`src/rtl/div_unit.sv`:
```
// rtl/div_unit.sv - iterative radix-2 restoring divider for DIV/DIVU (HI/LO result)
module div_unit (
  input  logic        clk,
  input  logic        rst,
  input  logic        div_valid,
  input  logic        div_sign,
  input  logic [31:0] opdata1,
  input  logic [31:0] opdata2,
  input  logic        annul,
  output logic        busy,
  output logic        ready,
  output logic [63:0] result
);

  typedef enum logic [1:0] {
    S_IDLE = 2'd0,
    S_ON   = 2'd1,
    S_END  = 2'd2
  } state_t;

  state_t      r_state;
  logic [4:0]  r_cnt;
  logic        r_neg_quo;
  logic        r_neg_rem;
  logic [31:0] r_divisor;
  logic [63:0] r_work;
  logic        r_ready;
  logic [63:0] r_result;

  logic [31:0] w_abs1;
  logic [31:0] w_abs2;
  logic [64:0] w_shifted;
  logic        w_ge;
  logic [31:0] w_diff;
  logic [63:0] w_next;
  logic [31:0] w_quo;
  logic [31:0] w_rem;
  logic [31:0] w_fix_quo;
  logic [31:0] w_fix_rem;

  // Magnitudes of the operands; only signed requests with bit31 set are negated
  assign w_abs1 = (div_sign && opdata1[31]) ? (~opdata1 + 32'd1) : opdata1;
  assign w_abs2 = (div_sign && opdata2[31]) ? (~opdata2 + 32'd1) : opdata2;

  // One restoring step: shift the {rem, quo} pair left, then trial-subtract the
  // divisor from the upper 33 bits. When the difference is non-negative it is
  // strictly below the divisor, so it always fits back into 32 bits.
  assign w_shifted = {r_work, 1'b0};
  assign w_ge      = (w_shifted[64:32] >= {1'b0, r_divisor});
  assign w_diff    = w_shifted[63:32] - r_divisor;
  assign w_next    = w_ge ? {w_diff, w_shifted[31:1], 1'b1} : w_shifted[63:0];

  assign w_quo     = w_next[31:0];
  assign w_rem     = w_next[63:32];
  assign w_fix_quo = r_neg_quo ? (~w_quo + 32'd1) : w_quo;
  assign w_fix_rem = r_neg_rem ? (~w_rem + 32'd1) : w_rem;

  // Stall request: asserted for an accepted request and for the whole iteration phase
  assign busy = ((r_state == S_IDLE) && div_valid && !annul) || (r_state == S_ON);

  assign ready  = r_ready;
  assign result = r_result;

  // Control FSM with datapath; ready and result are registered on entry to END
  always_ff @(posedge clk) begin
    if (rst) begin
      r_state   <= S_IDLE;
      r_cnt     <= 5'd0;
      r_neg_quo <= 1'b0;
      r_neg_rem <= 1'b0;
      r_divisor <= 32'd0;
      r_work    <= 64'd0;
      r_ready   <= 1'b0;
      r_result  <= 64'd0;
    end else begin
      r_ready <= 1'b0;
      case (r_state)
        S_IDLE: begin
          if (div_valid && !annul) begin
            r_neg_quo <= div_sign && (opdata1[31] ^ opdata2[31]);
            r_neg_rem <= div_sign && opdata1[31];
            r_divisor <= w_abs2;
            r_cnt     <= 5'd0;
            if (opdata2 == 32'd0) begin
              r_state  <= S_END;
              r_ready  <= 1'b1;
              r_result <= 64'd0;
            end else begin
              r_work  <= {32'd0, w_abs1};
              r_state <= S_ON;
            end
          end
        end
        S_ON: begin
          if (annul) begin
            r_state <= S_IDLE;
            r_cnt   <= 5'd0;
          end else begin
            r_work <= w_next;
            r_cnt  <= r_cnt + 5'd1;
            if (r_cnt == 5'd31) begin
              r_state  <= S_END;
              r_ready  <= 1'b1;
              r_result <= {w_fix_rem, w_fix_quo};
            end
          end
        end
        S_END: begin
          r_state <= S_IDLE;
          r_cnt   <= 5'd0;
        end
        default: begin
          r_state <= S_IDLE;
        end
      endcase
    end
  end

endmodule

```
`config.mk`:
```
export PLATFORM = sky130hd
export DESIGN_NAME = div_unit
export DESIGN_NICKNAME = d
export VERILOG_FILES = /design/src/rtl/div_unit.sv
export SDC_FILE = /design/constraint.sdc
export NUM_CORES = 1
export LEC_CHECK = 0
export BUFFER_PORTS_ARGS = -buffer_cell sky130_fd_sc_hd__clkbuf_2
export CAP_MARGIN = 20
export CORE_MARGIN = 3
export CORE_UTILIZATION = 47
export CTS_CLUSTER_DIAMETER = 50
export DETAILED_ROUTE_END_ITERATION = 10
export HOLD_SLACK_MARGIN = 0.08
export PLACE_DENSITY = 0.66
export SYNTH_ARGS = -nofsm -noshare
export SYNTH_HDL_FRONTEND = slang
export SYNTH_SLANG_ARGS = --single-unit
```
`constraint.sdc`:
```
create_clock -name clk -period 4.6 [get_ports clk]
set_input_delay 0 -clock clk [delete_from_list [all_inputs] [get_ports clk]]
set_output_delay 0 -clock clk [all_outputs]
set_load 0.02 [all_outputs]
```
==> results of run 1 <==
==> metal layers <==
metal,vias up,part of all wire [%],global-route usage (%)
met3,67,6.0,3.30
met4,0,2.9,9.57
li1,5863,-,-
met2,411,46,43.0
met1,5590,46,37.2
met5,-,0,0
==> report_power, final <==
part	switching [W]	leakage, nW	total [W]	internal, W
clock	0.000695	0.259	0.00141	0.000714
combinational	0.000644	4.07	0.00105	0.000404
sequential	0.0000436	1.38	0.00156	0.00151
==> what timing repair did <==
item                                   4_1_cts  5_1_grt
endpoints found under the hold margin       45        0
hold buffers                                50        0
gates resized for setup                      0       22
setup endpoints to repair                    0        9
setup buffers                                0        1
==> logic make-up after synthesis <==
logic type,after synthesis,synth area share (%)
compound gates,444,25.6
buf+inv,150,5.37
xor+xnor,137,10.3
mux,19,1.71
simple gates,588,23.5
flops,170,29.3
fa+ha+maj,39,4.26
==> worst reg2reg max path, stage by stage (launching register included) <==
cell	delay [ns]
dfxtp_1	0.35
inv_1	0.05
ha_2	0.37
and4_4	0.27
nand3_4	0.12
nor4_4	0.23
nand3_1	0.11
and3_2	0.27
nand2_8	0.11
mux2i_4	0.29
ha_4	0.18
inv_1	0.05
or4b_4	0.56
or3_1	0.36
a21bo_2	0.25
o31ai_4	0.26
a21boi_2	0.21
xor2_1	0.15
o21ai_1	0.07
==> worst paths after layout <==
path                  from  depth (start not counted)  slack (ns)    endpoint
max          r_divisor[26]                         18        0.21  result[58]
min            opdata1[18]                          5        0.09  r_work[18]
max reg2reg  r_divisor[26]                         18        0.21  result[58]
min reg2reg     result[61]                          2        0.45  result[61]
==> through the flow <==
step / hold slack, ns / total power, W
2_1_floorplan: 0.0720 / 0.00227
3_3_place_gp: 0.253 / 0.00255
3_5_place_dp: 0.251 / 0.00256
4_1_cts: 0.0822 / 0.00399
5_1_grt: 0.120 / 0.00419
6_report: 0.0929 / 0.00401
==> cell usage after synthesis, types with 4 or more instances <==
| library cell | count | share of area (%) |
|---|---|---|
| a211o_1 | 4 | 0.30 |
| a211oi_1 | 55 | 3.5 |
| a21o_1 | 12 | 0.77 |
| a21oi_1 | 115 | 4.9 |
| a22o_1 | 8 | 0.60 |
| a22oi_1 | 56 | 3.6 |
| a311oi_1 | 11 | 0.83 |
| a31oi_1 | 9 | 0.48 |
| and2_1 | 15 | 0.81 |
| and3_1 | 8 | 0.43 |
| buf_1 | 11 | 0.35 |
| buf_2 | 14 | 0.60 |
| buf_4 | 5 | 0.32 |
| clkbuf_1 | 64 | 2.1 |
| dfxtp_1 | 170 | 29 |
| ha_1 | 38 | 4.1 |
| inv_1 | 52 | 1.7 |
| mux2_2 | 7 | 0.68 |
| mux2i_1 | 12 | 1.0 |
| nand2_1 | 140 | 4.5 |
| nand2b_1 | 12 | 0.65 |
| nand3_1 | 25 | 1.1 |
| nand4_1 | 13 | 0.70 |
| nor2_1 | 254 | 8.2 |
| nor2b_1 | 8 | 0.43 |
| nor3_1 | 33 | 1.4 |
| nor4_1 | 22 | 1.2 |
| o211ai_1 | 7 | 0.45 |
| o21a_1 | 4 | 0.26 |
| o21ai_0 | 75 | 3.2 |
| o21ai_1 | 8 | 0.34 |
| o31ai_1 | 19 | 1.2 |
| o41ai_1 | 16 | 1.2 |
| or2_2 | 6 | 0.32 |
| or3_1 | 16 | 0.86 |
| or4_1 | 12 | 0.77 |
| xnor2_1 | 71 | 5.3 |
| xor2_1 | 66 | 5.0 |
==> flip-flops by register name, indices dropped and copies added (netlist names) <==
name       cells
r_work        64
r_cnt          5
r_neg_quo      1
ready          1
r_neg_rem      1
r_state        2
result        64
r_divisor     32
==> cell type report <==
cell class                 instances  area (um2)  share of cell area, %
clock inverter                    14         134                  0.964
timing repair buffer             233        1570                   11.3
sequential                       170        3400                   24.5
clock buffer                      17         425                   3.06
tap                              319         399                   2.87
inverter                          53         201                   1.45
multi-input combinational       1227        7750                   55.8
==> results list, run 1 <==
- After detailed routing, the number of remaining DRC violations is 0.
- Setup violations remaining at the end of the flow were counted as 0.
- Drt pass-1 iters: 5
- After synthesis the netlist holds a flip-flop and latch count of 170.
- Max-Cap Viols: 0
* Part of the cycle the worst path needs: 95.5%
- For this run, the slowest stage of the critical path takes about 0.56 ns.
- Maximum vdd drop: approximately 0.25 mV
- The worst hold path belongs to the class in -> reg.
* Mapped Cells: 1,547
- The final hold violation count came to 0.
- TritonCTS built the clock tree.
- The die is about 160 um wide.
- The area growth from synthesis to layout is 19.4%.
- Routed via count: 11.9k
- Wire length after detailed routing: 36,500 um
- Leak Pwr: 5.71 nW
- After detailed routing, the number of vias per cell comes to between 5 and 6.
* Slew at the pin with the worst max-slew slack: roughly 0.95 ns
- STA puts the critical path data arrival time at between 4 and 5 ns.
* Per-instance average area after synthesis: between 7 and 8 um2
* Critical path data required time: just under 5 ns
* Result of the run: finished, final reports clean
- Leaving out fill and tap cells, the most frequent cell in the layout is nor2_1.
- Number of antenna violations at the first check in global routing: 0
* CP max-delay cell: or4b_4
- Starting utilization of the core area: 48.7%
* Clock latency at the later pin of the worst-skew pair: 0.44 ns
* Area post-placement: 12,700 um2
- Counting along the longest clock path gives a buffer depth of 2.
- In this run the power density over the cells is 289 nW/um2.
- The library cells used most frequently in the layout, excluding fill and tap cells, are 253 x nor2_1, 170 x dfxtp_1, 140 x nand2_1, 133 x clkbuf_2, 115 x a21oi_1.
- OpenSTA, run right after detailed placement, puts the worst setup slack at 0.0742 ns.
* Global-route congestion overflow total: 0
* Placeable core region: 23,900 um2
- The worst setup path is of the reg -> reg kind.
- After clock tree synthesis, the clock-pin slew on the worst setup and hold paths is 0.08 ns.
- After detailed placement, the design holds a cell count of slightly below 2k.
- Crit path top cell by count: inv_1
- Cell area after layout: 13,900 um2
* Critical Path Sink Type: register
* Nets in the synthesized netlist: 1,655
- Fraction of registers with async set/reset: 0%
* Startpoint kind of the worst setup timing path: register
* Drt initial violations: 1,015
* Max-slew violations: 0
- The signal on the critical path passes through inv_1 -> ha_2 -> and4_4 -> nand3_4 -> nor4_4 -> nand3_1 -> and3_2 -> nand2_8 -> mux2i_4 -> ha_4 -> inv_1 -> or4b_4 -> or3_1 -> a21bo_2 -> o31ai_4 -> a21boi_2 -> xor2_1 -> o21ai_1.
* Setup repair after global routing missed its margin: no
* Max-slew headroom at the worst pin: 36.8%
* Hpwl dp: 27,100 um
- Cell family with most CP delay: simple AND/OR/NAND/NOR gates
- Global-route wire length before repair: a little under 60,000 um
- CTS Buf Count: 17
* Upper clock frequency limit: about 230 MHz
- Once layout is complete, the utilization of the core stands at 58.1%.
- Net count reported at finish: 1,810
- Across the routed clock network, the largest skew measured is 0.0169 ns.
- Yosys printed 0 warnings.
* Worst-case setup margin in the final layout: 0.209 ns
- Buffers plus inverters on the worst setup path: 2
- Sequential-to-total area share from yosys stat: 29.3%
- Distinct cells, synth: between 80 and 90
- Count of clock tree sinks: 170
- The tree is rooted in a clkbuf_16.
* Fillers: 2,265
- In the synthesized netlist the dominant register cell turns out to be dfxtp_1.
- Setup Total Neg Slack: 0 ns
- Total global-route track usage: 26.8%
* Top Ports: between 100 and 150
- The finished layout holds between 2k and 2.5k standard cells, fillers aside.
- The count of buffers added on input and output ports is 134.
* Layout cells sized above 1: 16.2%
- Of all nets on the critical path, the largest fanout is 10.
- The floorplan step set the die height to 163 um.
- In this run, synthesis inferred 0 flip-flops with an integrated enable.
- Cell area after technology mapping: 11,600 um2
* Maximum number of pins on one net before global-route repair: 96
- In this run the core area contains between 50 and 60 standard-cell rows.
- Final estimated routing congestion in global placement: 0.991
* Area of the die: about 27,000 um2
- After detailed routing, the average wire length per cell comes to roughly 18 um.
- The via count of the first global-routing pass was 11.0k.
- The H-tree was split into 4 levels.
- The worst path needs 4.39 ns of the cycle, external delays included.
- The count of nets left with antenna violations once routing finished came out at 0.
* Antenna cells: 0
(Power assumes the default switching activity.)
==> run 2: changes to the inputs <==
--- a/config.mk
+++ b/config.mk
@@ -7,12 +7,14 @@
 export LEC_CHECK = 0
 export BUFFER_PORTS_ARGS = -buffer_cell sky130_fd_sc_hd__clkbuf_2
 export CAP_MARGIN = 20
-export CORE_MARGIN = 3
+export CORE_MARGIN = 4
 export CORE_UTILIZATION = 47
 export CTS_CLUSTER_DIAMETER = 50
 export DETAILED_ROUTE_END_ITERATION = 10
 export HOLD_SLACK_MARGIN = 0.08
 export PLACE_DENSITY = 0.66
+export SKIP_CTS_REPAIR_TIMING = 1
 export SYNTH_ARGS = -nofsm -noshare
 export SYNTH_HDL_FRONTEND = slang
 export SYNTH_SLANG_ARGS = --single-unit
+export TNS_END_PERCENT = 20
==> results list, run 2 (synthesis gave the netlist of run 1 again) <==
- The origin of the critical flop-to-flop path is r_divisor[28] (was r_divisor[26]).
* Destination of the worst hold path: r_work[17] (was r_work[18])
- Placed cell count: 1,954 (was 1,950)
* Cell family with most CP delay: simple AND/OR/NAND/NOR gates (unchanged)
- The total number of placement rows was 57 (was 56).
- The slew at the pin closest to its max-slew limit is 1.10 ns (was 0.946 ns).
* Worst R2R End: result[58] (unchanged)
- The number of buffers on the longest clock path is 2 (unchanged).
- The switching portion of total power was 34.4% (about the same).
- Routed WL per cell: 17.7 um (was 18.0 um)
- Upper clock frequency limit: 227 MHz (was 228 MHz)
* Sequential power share: 38.6% (was 38.8%)
- The leakage dissipation was 5.68 nW (was 5.71 nW).
* Count of endpoints failing hold in the final timing report: 0 (unchanged)
- Total number of H-tree levels: 4 (unchanged)
- The half-perimeter wire length after placement is 27,500 um (was 27,100 um).
- Global-route wire length before repair: 56,700 um (was 57,700 um)
- Type of the tightest min-delay check: in -> reg (unchanged)
* Maximum vdd drop: 0.216 mV (was 0.248 mV)
* Starting utilization of the core area: 47.8% (was 48.7%)
* Sw Pwr: 0.00139 W (was 0.00138 W)
* Cell chosen for the clock root: clkbuf_16 (unchanged)
- Skew final: 0.0114 ns (was 0.0169 ns)
- Part of the cycle the worst path needs: 95.9% (was 95.5%)
- The pin count of the biggest net entering global routing is 100 (was 96).
* Proportion of power drawn by combinational gates: 25.2% (was 26.1%)
- Final estimated routing congestion in global placement: 0.946 (was 0.991)
* Total global-route track usage: 26.0% (was 26.8%)
- The endpoint class of the critical path was a register (unchanged).
* TritonCTS clock tree: yes (unchanged)
- The largest fanout of any net on the critical path was 9 (was 10).
* Worst R2R Path Depth: 18 (unchanged)
- The core footprint was 24,300 um2 (was 23,900 um2).
- Antenna cells: 0 (unchanged)
- Layout cells sized above 1: 16.3% (was 16.2%)
- Critical-path cell list: inv_1 -> ha_2 -> and4_4 -> nand3_2 -> nor4_4 -> a22oi_1 -> and3_4 -> nand2_8 -> mux2i_4 -> ha_2 -> inv_1 -> or4b_4 -> or3_1 -> a21bo_2 -> o31ai_4 -> a21boi_2 -> xor2_1 -> o21ai_1 (was inv_1 -> ha_2 -> and4_4 -> nand3_4 -> nor4_4 -> nand3_1 -> and3_2 -> nand2_8 -> mux2i_4 -> ha_4 -> inv_1 -> or4b_4 -> or3_1 -> a21bo_2 -> o31ai_4 -> a21boi_2 -> xor2_1 -> o21ai_1).
- The cell area after placement is 12,700 um2 (about the same).
- The via count of the first global-routing pass is 10.7k (was 11.0k).
- P per Cell Area: 294 nW/um2 (was 289 nW/um2)
- Internal power of the cells: 0.00265 W (was 0.00263 W)
* Die width: 165 um (was 163 um)
- The total setup violations reported at the end of the flow came to 0 (unchanged).
- Result of the run: finished, final reports clean (unchanged).
* Data arrival time at the worst-slack endpoint: 4.72 ns (was 4.70 ns)
- The worst setup path category is reg -> reg (unchanged).
* Area of the die: 27,300 um2 (was 26,700 um2)
* Detail Route Antenna Nets: 0 (unchanged)
- The number of search-and-repair iterations in the first detailed-routing pass was 6 (was 5).
- The total congestion overflow came to 0 (unchanged).
- The total number of nets in the final design was 1,795 (was 1,810).
* Startpoint kind of the worst setup timing path: register (unchanged)
- The clock net sink count was 170 (unchanged).
* Setup slack after placement: 0.0548 ns (was 0.0742 ns)
- The post-layout instance count excluding filler cells was 2,024 (was 2,033).
* IO buf count: 134 (unchanged)
- Register-to-register setup slack: 0.19 ns (was 0.21 ns)
- Tmin final: 4.41 ns (was 4.39 ns)
- The number of buffers added by the clock tree synthesis step came to 17 (unchanged).
- The synthesis-to-layout area growth is 18.2% (was 19.4%).
- The setup slack after layout is 0.189 ns (was 0.209 ns).
* Routed via count: 11.8k (was 11.9k)
* DRC viols: 0 (unchanged)
- Setup repair after global routing missed its margin: no (unchanged)
- The worst-path cell with the longest stage delay is or4b_4 (unchanged).
- Buffers plus inverters on the worst setup path: 2 (unchanged)
* Drt initial violations: 947 (was 1,015)
* Cell area after layout: 13,800 um2 (was 13,900 um2)
- Die Span Y: 165 um (was 163 um)
* Commonest non-fill, non-tap cell in the layout: nor2_1 (unchanged)
* Number of antenna violations at the first check in global routing: 1 (was 0)
* Critical path data required time: 4.91 ns (about the same)
* Register clock-pin slew on the reported worst setup and hold paths: 0.08 ns (about the same)
- Leading cell types in the layout, fill and taps excluded: 254 x nor2_1, 169 x dfxtp_1, 139 x nand2_1, 133 x clkbuf_2, 115 x a21oi_1 (was 253 x nor2_1, 170 x dfxtp_1, 140 x nand2_1, 133 x clkbuf_2, 115 x a21oi_1).
- Clock latency at the later pin of the worst-skew pair: 0.44 ns (about the same)
- The cell count of the worst hold path was 5 (unchanged).
* Max-Cap Viols: 0 (unchanged)
* Max-slew headroom at the worst pin: 26.6% (was 36.8%)
- The final wirelength came to 35,900 um (was 36,500 um).
* Max-slew violations: 0 (unchanged)
- The clock network fraction of design power came to 36.2% (was 35.1%).
- The detailed-route vias per instance was 5.83 (was 5.87).
- Hold path start: opdata1[17] (was opdata1[18])
* Top Ports: 135 (unchanged)
- Critical Path Max Stage Delay: 0.56 ns (about the same)
-- run 2: cell type report --
cell class / instances / area (um2)
Inverter: 53 / 201
Sequential cell: 170 / 3400
Clock buffer: 18 / 439
Timing Repair Buffer: 218 / 1420
Fill cell: 2282 / 10600
Tap cell: 324 / 405
Clock inverter: 14 / 153
Multi-Input combinational cell: 1227 / 7730
-- run 2: worst register-to-register path, cell delays in order, from the launching register on --
cell and delay, ns:
dfxtp_1 0.33, inv_1 0.05, ha_2 0.36, and4_4 0.26, nand3_2 0.15, nor4_4 0.27, a22oi_1 0.13, and3_4 0.24
nand2_8 0.10, mux2i_4 0.26, ha_2 0.23, inv_1 0.05, or4b_4 0.56, or3_1 0.37, a21bo_2 0.25, o31ai_4 0.24
a21boi_2 0.22, xor2_1 0.15, o21ai_1 0.06
-- run 2: power by group through the flow --
stage | combinational [W] | clock, W | sequential, W
3_3_place_gp | 0.000967 | 0 | 0.00159
3_5_place_dp | 0.000968 | 0 | 0.00159
2_1_floorplan | 0.000695 | 0 | 0.00158
6_report | 0.00102 | 0.00146 | 0.00156
5_1_grt | 0.00112 | 0.00155 | 0.00157
4_1_cts | 0.000973 | 0.00148 | 0.00156
-- run 2: worst max path at each step --
stage	to	depth (start not counted)	slack, ns	from
2_1_floorplan	result[58]	22	0.006	r_divisor[24]
3_3_place_gp	result[58]	18	0.17	r_divisor[26]
3_5_place_dp	result[58]	18	0.05	r_divisor[26]
5_1_grt	result[58]	18	0.01	r_divisor[28]
4_1_cts	result[58]	18	-0.06	r_divisor[26]
6_report	result[58]	18	0.19	r_divisor[28]
-- run 2: per-stage QoR --
step	total power, W	setup TNS, ns	utilization [%]	hold WS, ns
5_1_grt	0.00424	0	56.5	0.0877
3_5_place_dp	0.00256	0	52.3	0.256
6_report	0.00404	0	56.5	0.0266
4_1_cts	0.00401	-0.0626	54.7	-0.208
2_1_floorplan	0.00227	0	-	0.0720
3_3_place_gp	0.00256	0	52.3	0.252
-- run 2: per-layer routing --
metal  GRT usage (%)  wire length, um
met1            36.4            16600
met4            7.95              975
met5               0                0
met3            4.74             2210
met2            40.7            16100
